### src/rtl/nco_pkg.sv
// Shared types, constants and elaboration-time helpers for the programmable IQ NCO.
// Holds the quarter-wave table generator, quadrant codes, LFSR constants and a tuning-word helper.
package nco_pkg;

  typedef enum logic [1:0] {
    Q0 = 2'd0,
    Q1 = 2'd1,
    Q2 = 2'd2,
    Q3 = 2'd3
  } quad_t;

  localparam logic [15:0] LFSR_SEED = 16'hACE1;
  // x^16+x^14+x^13+x^11+1 in right-shift Fibonacci form taps bits 0, 2, 3 and 5.
  localparam logic [15:0] LFSR_TAPS = 16'h002D;

  localparam real PI = 3.14159265358979323846;

  // Entry j of the quarter-wave table; the half-bin offset keeps every entry below full scale.
  function automatic int quarter_entry(input int j, input int res, input int frac);
    real n;
    real x;
    n = real'(1 << (res - 2));
    x = (2.0 ** frac) * $cos((PI / 2.0) * (real'(j) + 0.5) / n);
    return $rtoi(x + 0.5);
  endfunction

  // Tuning word for a parent instantiating the NCO at a fixed output frequency.
  function automatic longint unsigned ftw_from_freq(input real freq, input real fs,
                                                    input int acc_w);
    real x;
    x = (freq / fs) * (2.0 ** acc_w);
    return longint'(x);
  endfunction

endpackage

### src/rtl/nco_iq_prog_if.sv
// Control and sample bus of the programmable IQ NCO.
// The parent drives through the master modport; the NCO core attaches to the slave modport.
interface nco_iq_prog_if #(
  parameter int ACC_W        = 24,
  parameter int RES          = 8,
  parameter int SYMBOL_WIDTH = 16
);
  logic                           en;
  logic                           new_sample;
  logic [ACC_W-1:0]               ftw_in;
  logic                           ftw_load;
  logic [RES-1:0]                 offset;
  logic                           sync_clr;
  logic signed [SYMBOL_WIDTH-1:0] I;
  logic signed [SYMBOL_WIDTH-1:0] Q;
  logic                           out_valid;

  modport master (
    output en, new_sample, ftw_in, ftw_load, offset, sync_clr,
    input  I, Q, out_valid
  );

  modport slave (
    input  en, new_sample, ftw_in, ftw_load, offset, sync_clr,
    output I, Q, out_valid
  );
endinterface

### src/rtl/nco_quarter_rom.sv
// Dual-read quarter-wave cosine ROM with registered outputs (pipeline stage 1).
// Reads T[k] and T[N-1-k] together; the mirrored address is simply ~k.
module nco_quarter_rom
  import nco_pkg::*;
#(
  parameter int RES          = 8,
  parameter int SYMBOL_WIDTH = 16,
  parameter int SYMBOL_FRAC  = 14
) (
  input  logic                           clk,
  input  logic                           en,
  input  logic [RES-3:0]                 k,
  output logic signed [SYMBOL_WIDTH-1:0] t_k,
  output logic signed [SYMBOL_WIDTH-1:0] t_nk
);

  localparam int N = 1 << (RES - 2);

  logic signed [SYMBOL_WIDTH-1:0] rom [N];

  for (genvar j = 0; j < N; j++) begin : g_tab
    localparam logic signed [SYMBOL_WIDTH-1:0] TV =
      SYMBOL_WIDTH'(quarter_entry(j, RES, SYMBOL_FRAC));
    assign rom[j] = TV;
  end

  // NOTE: the table is constant and its read registers carry no reset; the pipeline valid bits qualify the data.
  always_ff @(posedge clk) begin
    if (en) begin
      t_k  <= rom[k];
      t_nk <= rom[~k];
    end
  end

endmodule

### src/rtl/nco_iq_prog.sv
// Runtime-programmable quadrature NCO: phase accumulator, quarter-wave ROM, quadrant mapper.
// Optional build macro NCO_DITHER_EN adds LFSR phase dither ahead of the RES-bit truncation.
module nco_iq_prog
  import nco_pkg::*;
#(
  parameter int               SYMBOL_WIDTH = 16,
  parameter int               SYMBOL_FRAC  = 14,
  parameter int               ACC_W        = 24,
  parameter int               RES          = 8,
  parameter logic [ACC_W-1:0] FTW_RESET    = 24'h2AAAAA
) (
  input logic          clk,
  input logic          rst,
  nco_iq_prog_if.slave bus
);

  logic [ACC_W-1:0]               acc;
  logic [ACC_W-1:0]               shadow;
  logic [ACC_W-1:0]               active_ftw;
  logic [ACC_W-1:0]               sel_ftw;
  logic [ACC_W-1:0]               phase_src;
  logic                           pending;
  logic                           accepted;
  logic [RES-1:0]                 p;

  logic                           s0_valid;
  quad_t                          s0_q;
  logic [RES-3:0]                 s0_k;
  logic                           s1_valid;
  quad_t                          s1_q;
  logic signed [SYMBOL_WIDTH-1:0] t_k;
  logic signed [SYMBOL_WIDTH-1:0] t_nk;
  logic signed [SYMBOL_WIDTH-1:0] i_next;
  logic signed [SYMBOL_WIDTH-1:0] q_next;
  logic signed [SYMBOL_WIDTH-1:0] i_q;
  logic signed [SYMBOL_WIDTH-1:0] q_q;
  logic                           out_valid_q;

  assign accepted = bus.en & bus.new_sample;
  // A pending shadow word takes effect on the very increment that consumes it.
  assign sel_ftw  = pending ? shadow : active_ftw;

`ifdef NCO_DITHER_EN
  logic [15:0] lfsr;

  always_ff @(posedge clk) begin
    if (rst) begin
      lfsr <= LFSR_SEED;
    end else if (accepted) begin
      lfsr <= {^(lfsr & LFSR_TAPS), lfsr[15:1]};
    end
  end

  assign phase_src = acc + {{RES{1'b0}}, lfsr[ACC_W-RES-1:0]};
`else
  assign phase_src = acc;
`endif

  assign p = phase_src[ACC_W-1 -: RES] + bus.offset;

  // NOTE: sequential state uses non-blocking '<=' so every flop updates from pre-edge values.
  always_ff @(posedge clk) begin
    if (rst) begin
      acc        <= '0;
      shadow     <= FTW_RESET;
      active_ftw <= FTW_RESET;
      pending    <= 1'b0;
    end else begin
      if (bus.ftw_load) begin
        shadow <= bus.ftw_in;
      end
      if (accepted && pending) begin
        active_ftw <= shadow;
      end
      if (bus.ftw_load) begin
        pending <= 1'b1;
      end else if (accepted) begin
        pending <= 1'b0;
      end
      if (bus.en) begin
        if (bus.sync_clr) begin
          acc <= '0;
        end else if (accepted) begin
          acc <= acc + sel_ftw;
        end
      end
    end
  end

  always_ff @(posedge clk) begin
    if (rst) begin
      s0_valid    <= 1'b0;
      s0_q        <= Q0;
      s0_k        <= '0;
      s1_valid    <= 1'b0;
      s1_q        <= Q0;
      out_valid_q <= 1'b0;
      i_q         <= '0;
      q_q         <= '0;
    end else if (bus.en) begin
      s0_valid <= accepted;
      if (accepted) begin
        s0_q <= quad_t'(p[RES-1 -: 2]);
        s0_k <= p[RES-3:0];
      end
      s1_valid    <= s0_valid;
      s1_q        <= s0_q;
      out_valid_q <= s1_valid;
      if (s1_valid) begin
        i_q <= i_next;
        q_q <= q_next;
      end
    end
  end

  nco_quarter_rom #(
    .RES         (RES),
    .SYMBOL_WIDTH(SYMBOL_WIDTH),
    .SYMBOL_FRAC (SYMBOL_FRAC)
  ) u_rom (
    .clk (clk),
    .en  (bus.en),
    .k   (s0_k),
    .t_k (t_k),
    .t_nk(t_nk)
  );

  // NOTE: always_comb uses blocking '=' and assigns every output first, so no latch is inferred.
  always_comb begin
    i_next = t_k;
    q_next = t_nk;
    case (s1_q)
      Q0: begin
        i_next = t_k;
        q_next = t_nk;
      end
      Q1: begin
        i_next = -t_nk;
        q_next = t_k;
      end
      Q2: begin
        i_next = -t_k;
        q_next = -t_nk;
      end
      Q3: begin
        i_next = t_nk;
        q_next = -t_k;
      end
      default: begin
        i_next = t_k;
        q_next = t_nk;
      end
    endcase
  end

  assign bus.I         = i_q;
  assign bus.Q         = q_q;
  // The strobe is masked while frozen so a held sample is announced only once enabled again.
  assign bus.out_valid = out_valid_q & bus.en;

endmodule

### src/flat_wrapper.sv
// flat-port wrapper written by rule: the top's interface ports become plain ports
module nco_iq_prog_flat import nco_pkg::*;
#(
  parameter int               SYMBOL_WIDTH = 16,
  parameter int               SYMBOL_FRAC  = 14,
  parameter int               ACC_W        = 24,
  parameter int               RES          = 8,
  parameter logic [ACC_W-1:0] FTW_RESET    = 24'h2AAAAA
)
  (clk, rst, bus_en, bus_new_sample, bus_ftw_in, bus_ftw_load, bus_offset, bus_sync_clr, bus_I, bus_Q, bus_out_valid);
  nco_iq_prog_if #(.ACC_W(ACC_W), .RES(RES), .SYMBOL_WIDTH(SYMBOL_WIDTH)) bus_i ();
  input logic clk;
  input logic rst;
  input wire logic [$bits(bus_i.en)-1:0] bus_en;
  input wire logic [$bits(bus_i.new_sample)-1:0] bus_new_sample;
  input wire logic [$bits(bus_i.ftw_in)-1:0] bus_ftw_in;
  input wire logic [$bits(bus_i.ftw_load)-1:0] bus_ftw_load;
  input wire logic [$bits(bus_i.offset)-1:0] bus_offset;
  input wire logic [$bits(bus_i.sync_clr)-1:0] bus_sync_clr;
  output wire logic [$bits(bus_i.I)-1:0] bus_I;
  output wire logic [$bits(bus_i.Q)-1:0] bus_Q;
  output wire logic [$bits(bus_i.out_valid)-1:0] bus_out_valid;
  assign bus_i.en = bus_en;
  assign bus_i.new_sample = bus_new_sample;
  assign bus_i.ftw_in = bus_ftw_in;
  assign bus_i.ftw_load = bus_ftw_load;
  assign bus_i.offset = bus_offset;
  assign bus_i.sync_clr = bus_sync_clr;
  assign bus_I = bus_i.I;
  assign bus_Q = bus_i.Q;
  assign bus_out_valid = bus_i.out_valid;
  nco_iq_prog #(.SYMBOL_WIDTH(SYMBOL_WIDTH), .SYMBOL_FRAC(SYMBOL_FRAC), .ACC_W(ACC_W), .RES(RES), .FTW_RESET(FTW_RESET)) u_core (.clk(clk), .rst(rst), .bus(bus_i));
endmodule
### config.mk
export PLATFORM = sky130hd
export DESIGN_NAME = nco_iq_prog_flat
export DESIGN_NICKNAME = d
export VERILOG_FILES = /design/src/rtl/nco_pkg.sv /design/src/rtl/nco_iq_prog_if.sv /design/src/rtl/nco_quarter_rom.sv /design/src/rtl/nco_iq_prog.sv /design/src/flat_wrapper.sv
export SDC_FILE = /design/constraint.sdc
export NUM_CORES = 1
export LEC_CHECK = 0
export ABC_CLOCK_PERIOD_IN_PS = 4200
export BUFFER_PORTS_ARGS = -buffer_cell sky130_fd_sc_hd__buf_4
export CORE_AREA = 2 2 105 208
export DETAILED_ROUTE_END_ITERATION = 8
export DIE_AREA = 0 0 107 210
export GPL_ROUTABILITY_DRIVEN = 0
export PLACE_DENSITY = 0.67
export SLEW_MARGIN = 30
export SYNTH_ARGS = -nofsm -noshare
export SYNTH_HDL_FRONTEND = slang
export SYNTH_SLANG_ARGS = --single-unit
### constraint.sdc
create_clock -name clk -period 4.2 [get_ports clk]
set_clock_uncertainty 0.2 [all_clocks]
set_input_delay 0.42 -clock clk [delete_from_list [all_inputs] [get_ports clk]]
set_output_delay 0.42 -clock clk [all_outputs]
set_load 0.03 [all_outputs]
==> results.toml, run 1 <==
[outcome]
status = "finished, final reports clean"

[pwr]
ir_drop_mv = 0.3080
power_density_nw_per_um2 = 346.9
p_leak_nw = 4.416

[flow_run]
maxCapViolCount = 0

[grt]
busiest_layer = "met2"
grt_pass1_wl_um = 49440
grt_pass1_vias = 9535
grt_max_degree = 91
grt_use_met3_pct = 4.453
grt_util_all_layers_pct = 28.17
use_met2_pct = 52.93
overflow = 0
use_met1_pct = 27.78
antenna_found_initial = 0

[worst_setup_path]
critPathKind = "flop to flop"
start_kind = "flop"
cp_max_fo = 6
end_kind = "flop"
required_ns = 4.30
cp.arrival_ns = 3.47

[timing]
max_slew_margin_pct = 26.58
setup_viol = 0
max_freq_mhz = 296.6
finalHoldViolations = 0
fin_ws_ns = 0.8280
tightest_slew_ns = 1.093
finalCritPeriodShare_pct = 80.29
slew_violations = 0
rsz0062_at_grt = "no"
setup_tns_ns = 0
min_period_ns = 3.372

[cells_and_area]
antenna_cells = 0
syn_to_final_growth_pct = 13.76
final_common_cell = "nand2_1"
drive_gt1_share_pct = 13.73
final_cell_mix = "nand2_1 (185), a21oi_1 (132), dfxtp_1 (114), nor2_1 (113), buf_4 (94)"
fin_nets = 1376

[synth]
netlist_instances = 1274
synth-xor-area-share_pct = 2.831
syn_area_um2 = 10210
synth_compound_area_share_pct = 23.31
synth.area.mux_share_pct = 11.44
synthAdderAreaFrac_pct = 5.908
synth-simple-area-share_pct = 19.98
synth_cell_type_count = 71
ys_warn_count = 0
synth-seq-cells = 146
synth-edff-count = 28
avgSynthCellArea_um2 = 8.013
synth_top_family_by_area = "compound AO/OA/AOI/OAI gates"
syn-num-nets = 1359
synth_ff_type = "dfxtp_1"
async_flop_share_pct = 0
seq_area_frac_synth_pct = 31.38

[clock_network]
clk_path_buf_depth = 2
worstSkewPairLatency_ns = 0.44
cts_tree = "yes"
cts_buffers = 17
cts.reportedPaths.clkPinSlew_ns = 0.06
ctsRootBufferMaster = "clkbuf_16"
cts_num_sinks = 146
htreeDepth = 4
cts_setup_buffers = 0

[die]
die_x_um = 107
ios = 71
start_util_pct = 48.78
num_rows = 75
dieArea_um2 = 22470
core_um2 = 20930
die_y_um = 210

[routing]
dr.pass1.iters = 5
drt-wirelength-per-cell_um = 19.83
routed_wl_um = 31190
ant_nets = 0
dr.first_iter.drc_count = 705
drc = 0
vias_per_cell = 6.175
routed-via-count = 9714

[worst_hold_path]
min_path_type = "input port to flop"

[place]
hpwl_um = 23060
portBuffers = 70
pre_cts_ws_ns = 0.8663
-- through the flow --
| step | instance area (um2) | instances | hold WS, ns | util, % | power (W) |
|---|---|---|---|---|---|
| 2_1_floorplan | 10210 | 1274 | 0.2315 | - | 0.002116 |
| 6_report | 11610 | 1573 | 0.01880 | 55.50 | 0.004029 |
| 5_1_grt | 11610 | 1573 | 0.01784 | 55.50 | 0.004178 |
| 3_3_place_gp | 10870 | 1531 | 0.2302 | 51.92 | 0.002325 |
| 3_5_place_dp | 10870 | 1531 | 0.2379 | 51.92 | 0.002337 |
| 4_1_cts | 11610 | 1573 | 0.006712 | 55.50 | 0.004032 |
-- kinds of logic after synthesis --
logic type / Yosys count
XOR/XNOR: 33
buffers and inverters: 138
adder cells (fa/ha/maj): 47
flip-flops: 146
AND/OR/NAND/NOR: 444
AO/OA/AOI/OAI: 383
multiplexers: 83
-- Yosys cell counts, types with 19 or more instances --
| cell | n | share of area (%) |
|---|---|---|
| buf_1 | 21 | 0.77 |
| a21oi_1 | 132 | 6.5 |
| ha_1 | 45 | 5.5 |
| mux2i_1 | 33 | 3.2 |
| nand2_1 | 185 | 6.8 |
| mux4_2 | 23 | 5.1 |
| a31oi_1 | 19 | 1.2 |
| nor2_1 | 113 | 4.2 |
| nor2b_1 | 25 | 1.5 |
| mux2_2 | 26 | 2.9 |
| edfxtp_1 | 28 | 8.2 |
| nand3_1 | 19 | 0.93 |
| dfxtp_1 | 118 | 23 |
| a211oi_1 | 24 | 1.8 |
| nor3_1 | 26 | 1.3 |
| o21ai_0 | 88 | 4.3 |
| clkbuf_1 | 84 | 3.1 |
| inv_1 | 29 | 1.1 |
-- sequential cells by signal, indices dropped and copies added, names as in the netlist, 6 cells and up --
register           cells
u_core.acc            24
u_core.active_ftw     24
u_core.bus.I          16
u_core.bus.Q          16
u_core.s0_k            6
u_core.shadow         24
u_core.u_rom.t_k      14
u_core.u_rom.t_nk     14
-- what timing repair did --
action	CTS	global route
hold buffers	10	0
hold endpoints to repair	10	0
gates resized for setup	0	0
-- where the power goes --
| group | switching, W | total (W) | internal (W) |
|---|---|---|---|
| combinational | 0.000435 | 0.000741 | 0.000306 |
| clock | 0.000587 | 0.00170 | 0.00111 |
| sequential | 0.0000867 | 0.00159 | 0.00151 |
| total | 0.00111 | 0.00403 | 0.00292 |
-- critical path, stage by stage, from the launching register on --
cell and delay, ns:
dfxtp_1 0.44, mux2_2 0.36, ha_1 0.22, fa_1 0.41, a21oi_1 0.20, o21ai_0 0.14
a21oi_1 0.44, o31a_1 0.38, o21ai_0 0.19, xnor2_1 0.16, o21ai_0 0.08
-- per-layer routing --
metal,share of wire (%),vias up
li1,-,4657
met4,7.1,0
met3,4.4,128
met2,54,391
met5,0,-
met1,34,4538
-- cell type report --
type,instances,area [um2]
timing repair buffer,105,825.8
multi-input combinational,990,6479
fill,1948,9313
clock inverter,11,207.7
inverter,31,116.4
tap,269,336.6
sequential,146,3208
clock buffer,21,440.4
-- path summary, 6_finish.rpt --
kind | cells past startpoint | startpoint | to | slack (ns)
worst max-delay path | 10 | u_core.pending | u_core.acc[14] | 0.83
worst min-delay path | 3 | bus_ftw_in[2] | u_core.shadow[2] | 0.02
worst max register to register | 10 | u_core.pending | u_core.acc[14] | 0.83
worst min register to register | 2 | u_core.bus.Q[10] | u_core.bus.Q[10] | 0.24
(Power assumes the default switching activity.)
==> run 2: changes to the inputs <==
--- a/config.mk
+++ b/config.mk
@@ -5,13 +5,13 @@
 export SDC_FILE = /design/constraint.sdc
 export NUM_CORES = 1
 export LEC_CHECK = 0
-export ABC_CLOCK_PERIOD_IN_PS = 4200
+export ABC_CLOCK_PERIOD_IN_PS = 2900
 export BUFFER_PORTS_ARGS = -buffer_cell sky130_fd_sc_hd__buf_4
 export CORE_AREA = 2 2 105 208
 export DETAILED_ROUTE_END_ITERATION = 8
 export DIE_AREA = 0 0 107 210
 export GPL_ROUTABILITY_DRIVEN = 0
-export PLACE_DENSITY = 0.67
+export PLACE_DENSITY = 0.69
 export SLEW_MARGIN = 30
 export SYNTH_ARGS = -nofsm -noshare
 export SYNTH_HDL_FRONTEND = slang
==> constraint.sdc (replaced) <==
create_clock -name clk -period 2.9 [get_ports clk]
set_clock_uncertainty 0.2 [all_clocks]
set_input_delay 0.29 -clock clk [delete_from_list [all_inputs] [get_ports clk]]
set_output_delay 0.29 -clock clk [all_outputs]
set_load 0.03 [all_outputs]
==> run 2 against run 1 <==
  * The flow now finishes with violations (negative setup slack)
  * Via count is 4.9% higher
  * Power increased by 40%
  * Utilization grew 4.0 points
  * Critical endpoint is now u_core.acc[18]
  * Register-to-register slack got worse by 0.86 ns
  * Critical path type unchanged
==> results.toml, run 2 (synthesis gave the netlist of run 1 again) <==
[outcome]
status = "complete, but fails checks"
failed_checks = "negative setup slack"

[routing]
ant_nets = 0
routed-via-count = 10190
drt-wirelength-per-cell_um = 19.59
drc = 0
vias_per_cell = 6.168
dr.first_iter.drc_count = 617
routed_wl_um = 32370
dr.pass1.iters = 7

[timing]
tightest_slew_ns = 0.9023
whs_ns = 0.04645
max_freq_mhz = 341.4
slew_violations = 0
max_slew_margin_pct = 39.70
finalCritPeriodShare_pct = 101.0
finalHoldViolations = 0
rsz0062_at_grt = "yes"
setup_viol = 1
fin_ws_ns = -0.02885
min_period_ns = 2.929

[clock_network]
cts_num_sinks = 146
cts_tree = "yes"
clk_path_buf_depth = 2
ctsRootBufferMaster = "clkbuf_16"
worstSkewPairLatency_ns = 0.44
cts_buffers = 17
htreeDepth = 4
cts.reportedPaths.clkPinSlew_ns = 0.06

[cells_and_area]
fin_nets = 1455
syn_to_final_growth_pct = 22.04
ff_latch_area_um2 = 3212
drive_gt1_share_pct = 20.39
antenna_cells = 0
reg.largest.list = "u_core.acc x24, u_core.active_ftw x24, u_core.shadow x24"
final_common_cell = "nand2_1"
fin_util_pct = 59.53
final_cell_mix = "nand2_1 (184), buf_4 (155), a21oi_1 (125), nor2_1 (113), dfxtp_1 (113)"
multi_input_area_um2 = 6730
fillers = 1839

[pwr]
p_leak_nw = 4.782
ir_drop_mv = 0.4408
power_density_nw_per_um2 = 453.9

[grt]
grt_pass1_vias = 9917
grt_util_all_layers_pct = 28.83
grt_max_degree = 73
grt_pass1_wl_um = 50890
antenna_found_initial = 0
overflow = 0

[worst_setup_path]
r2r_end = "u_core.acc[18]"
crit_end = "u_core.acc[18]"
reg2reg_from = "u_core.pending"
end_kind = "flop"
required_ns = 3.08
worstRegToRegCells = 10
r2r_slack_ns = -0.03
start_kind = "flop"
crit_start = "u_core.pending"
cp.arrival_ns = 3.11
cp_max_fo = 7
critPathKind = "flop to flop"

[die]
start_util_pct = 48.78
dieArea_um2 = 22470
die_y_um = 210
die_x_um = 107
ios = 71
core_um2 = 20930
num_rows = 75

[worst_hold_path]
min_path_type = "input port to flop"

[place]
hpwl_um = 23130
portBuffers = 70

[flow_run]
maxCapViolCount = 0
-- run 2: cell count changes in the layout (fill, tap and decap cells not counted), moves of 4 or more --
cell and change:
clkinv_2 +4, a21oi_2 +6, ha_1 -12, o21ai_0 -7, bufinv_16 -4, dlygate4sd3_1 +14
ha_4 +10, buf_4 +61, mux2_4 +4, mux2_2 -4, o21ai_2 +4, a21oi_1 -7
-- run 2: routing by layer --
layer	share of wire [%]	global-route usage [%]
met5	0	0
met4	6.3	18.05
met3	5.0	4.422
met2	53	51.92
met1	36	30.86
-- run 2: through the flow --
step	TNS (ns)	setup slack (ns)	instance area, um2	power, W	instances
2_1_floorplan	-0.01797	-0.01797	10210	0.003065	1274
3_3_place_gp	-0.9671	-0.1582	11340	0.003442	1589
3_5_place_dp	-1.837	-0.2963	11340	0.003463	1589
4_1_cts	0	0.006166	12170	0.005623	1645
5_1_grt	-0.5356	-0.1313	12460	0.005891	1652
6_report	-0.02885	-0.02885	12460	0.005654	1652
-- run 2: timing repair --
action                                  in CTS  in global routing
pin swaps                                    1                 15
resized for setup                           10                 46
endpoints found under the setup margin      15                 19
buffers inserted                             0                  7
endpoints found under the hold margin       24                  0
hold buffers                                24                  0
-- run 2: power by group --
part,internal [W],switching [W]
sequential,0.00218,0.000116
clock,0.00128,0.000851
combinational,0.000540,0.000684
total,0.00400,0.00165
-- run 2: final cells by class --
class,count,area share [%]
clock buffers,22,3.646
clock inverters,10,0.8838
inverters,31,0.9340
multi-input cells,990,54.02
flip-flops and latches,146,25.78
well taps,269,2.702
repair buffers,184,12.03
-- run 2: how the worst min path moves through the flow --
stage / startpoint / endpoint / slack (ns) / cells past startpoint
floorplan: bus_en / u_core.u_rom.t_k[0] / 0.20 / 0
global placement: u_core.bus.Q[10] / u_core.bus.Q[10] / 0.23 / 2
detailed placement: u_core.bus.Q[10] / u_core.bus.Q[10] / 0.24 / 2
CTS: bus_en / u_core.u_rom.t_nk[0] / 0.03 / 1
global route: bus_en / u_core.u_rom.t_nk[0] / 0.04 / 1
finish: bus_en / u_core.u_rom.t_nk[0] / 0.05 / 1
-- run 2: critical path, stage by stage, from the launching register on --
cell and delay, ns:
dfxtp_4 0.43, mux2_4 0.34, ha_4 0.29, a21oi_4 0.05
o21ai_1 0.14, a21oi_1 0.08, buf_4 0.15, o31a_1 0.34
o21a_1 0.24, or4_1 0.53, nand3_1 0.08
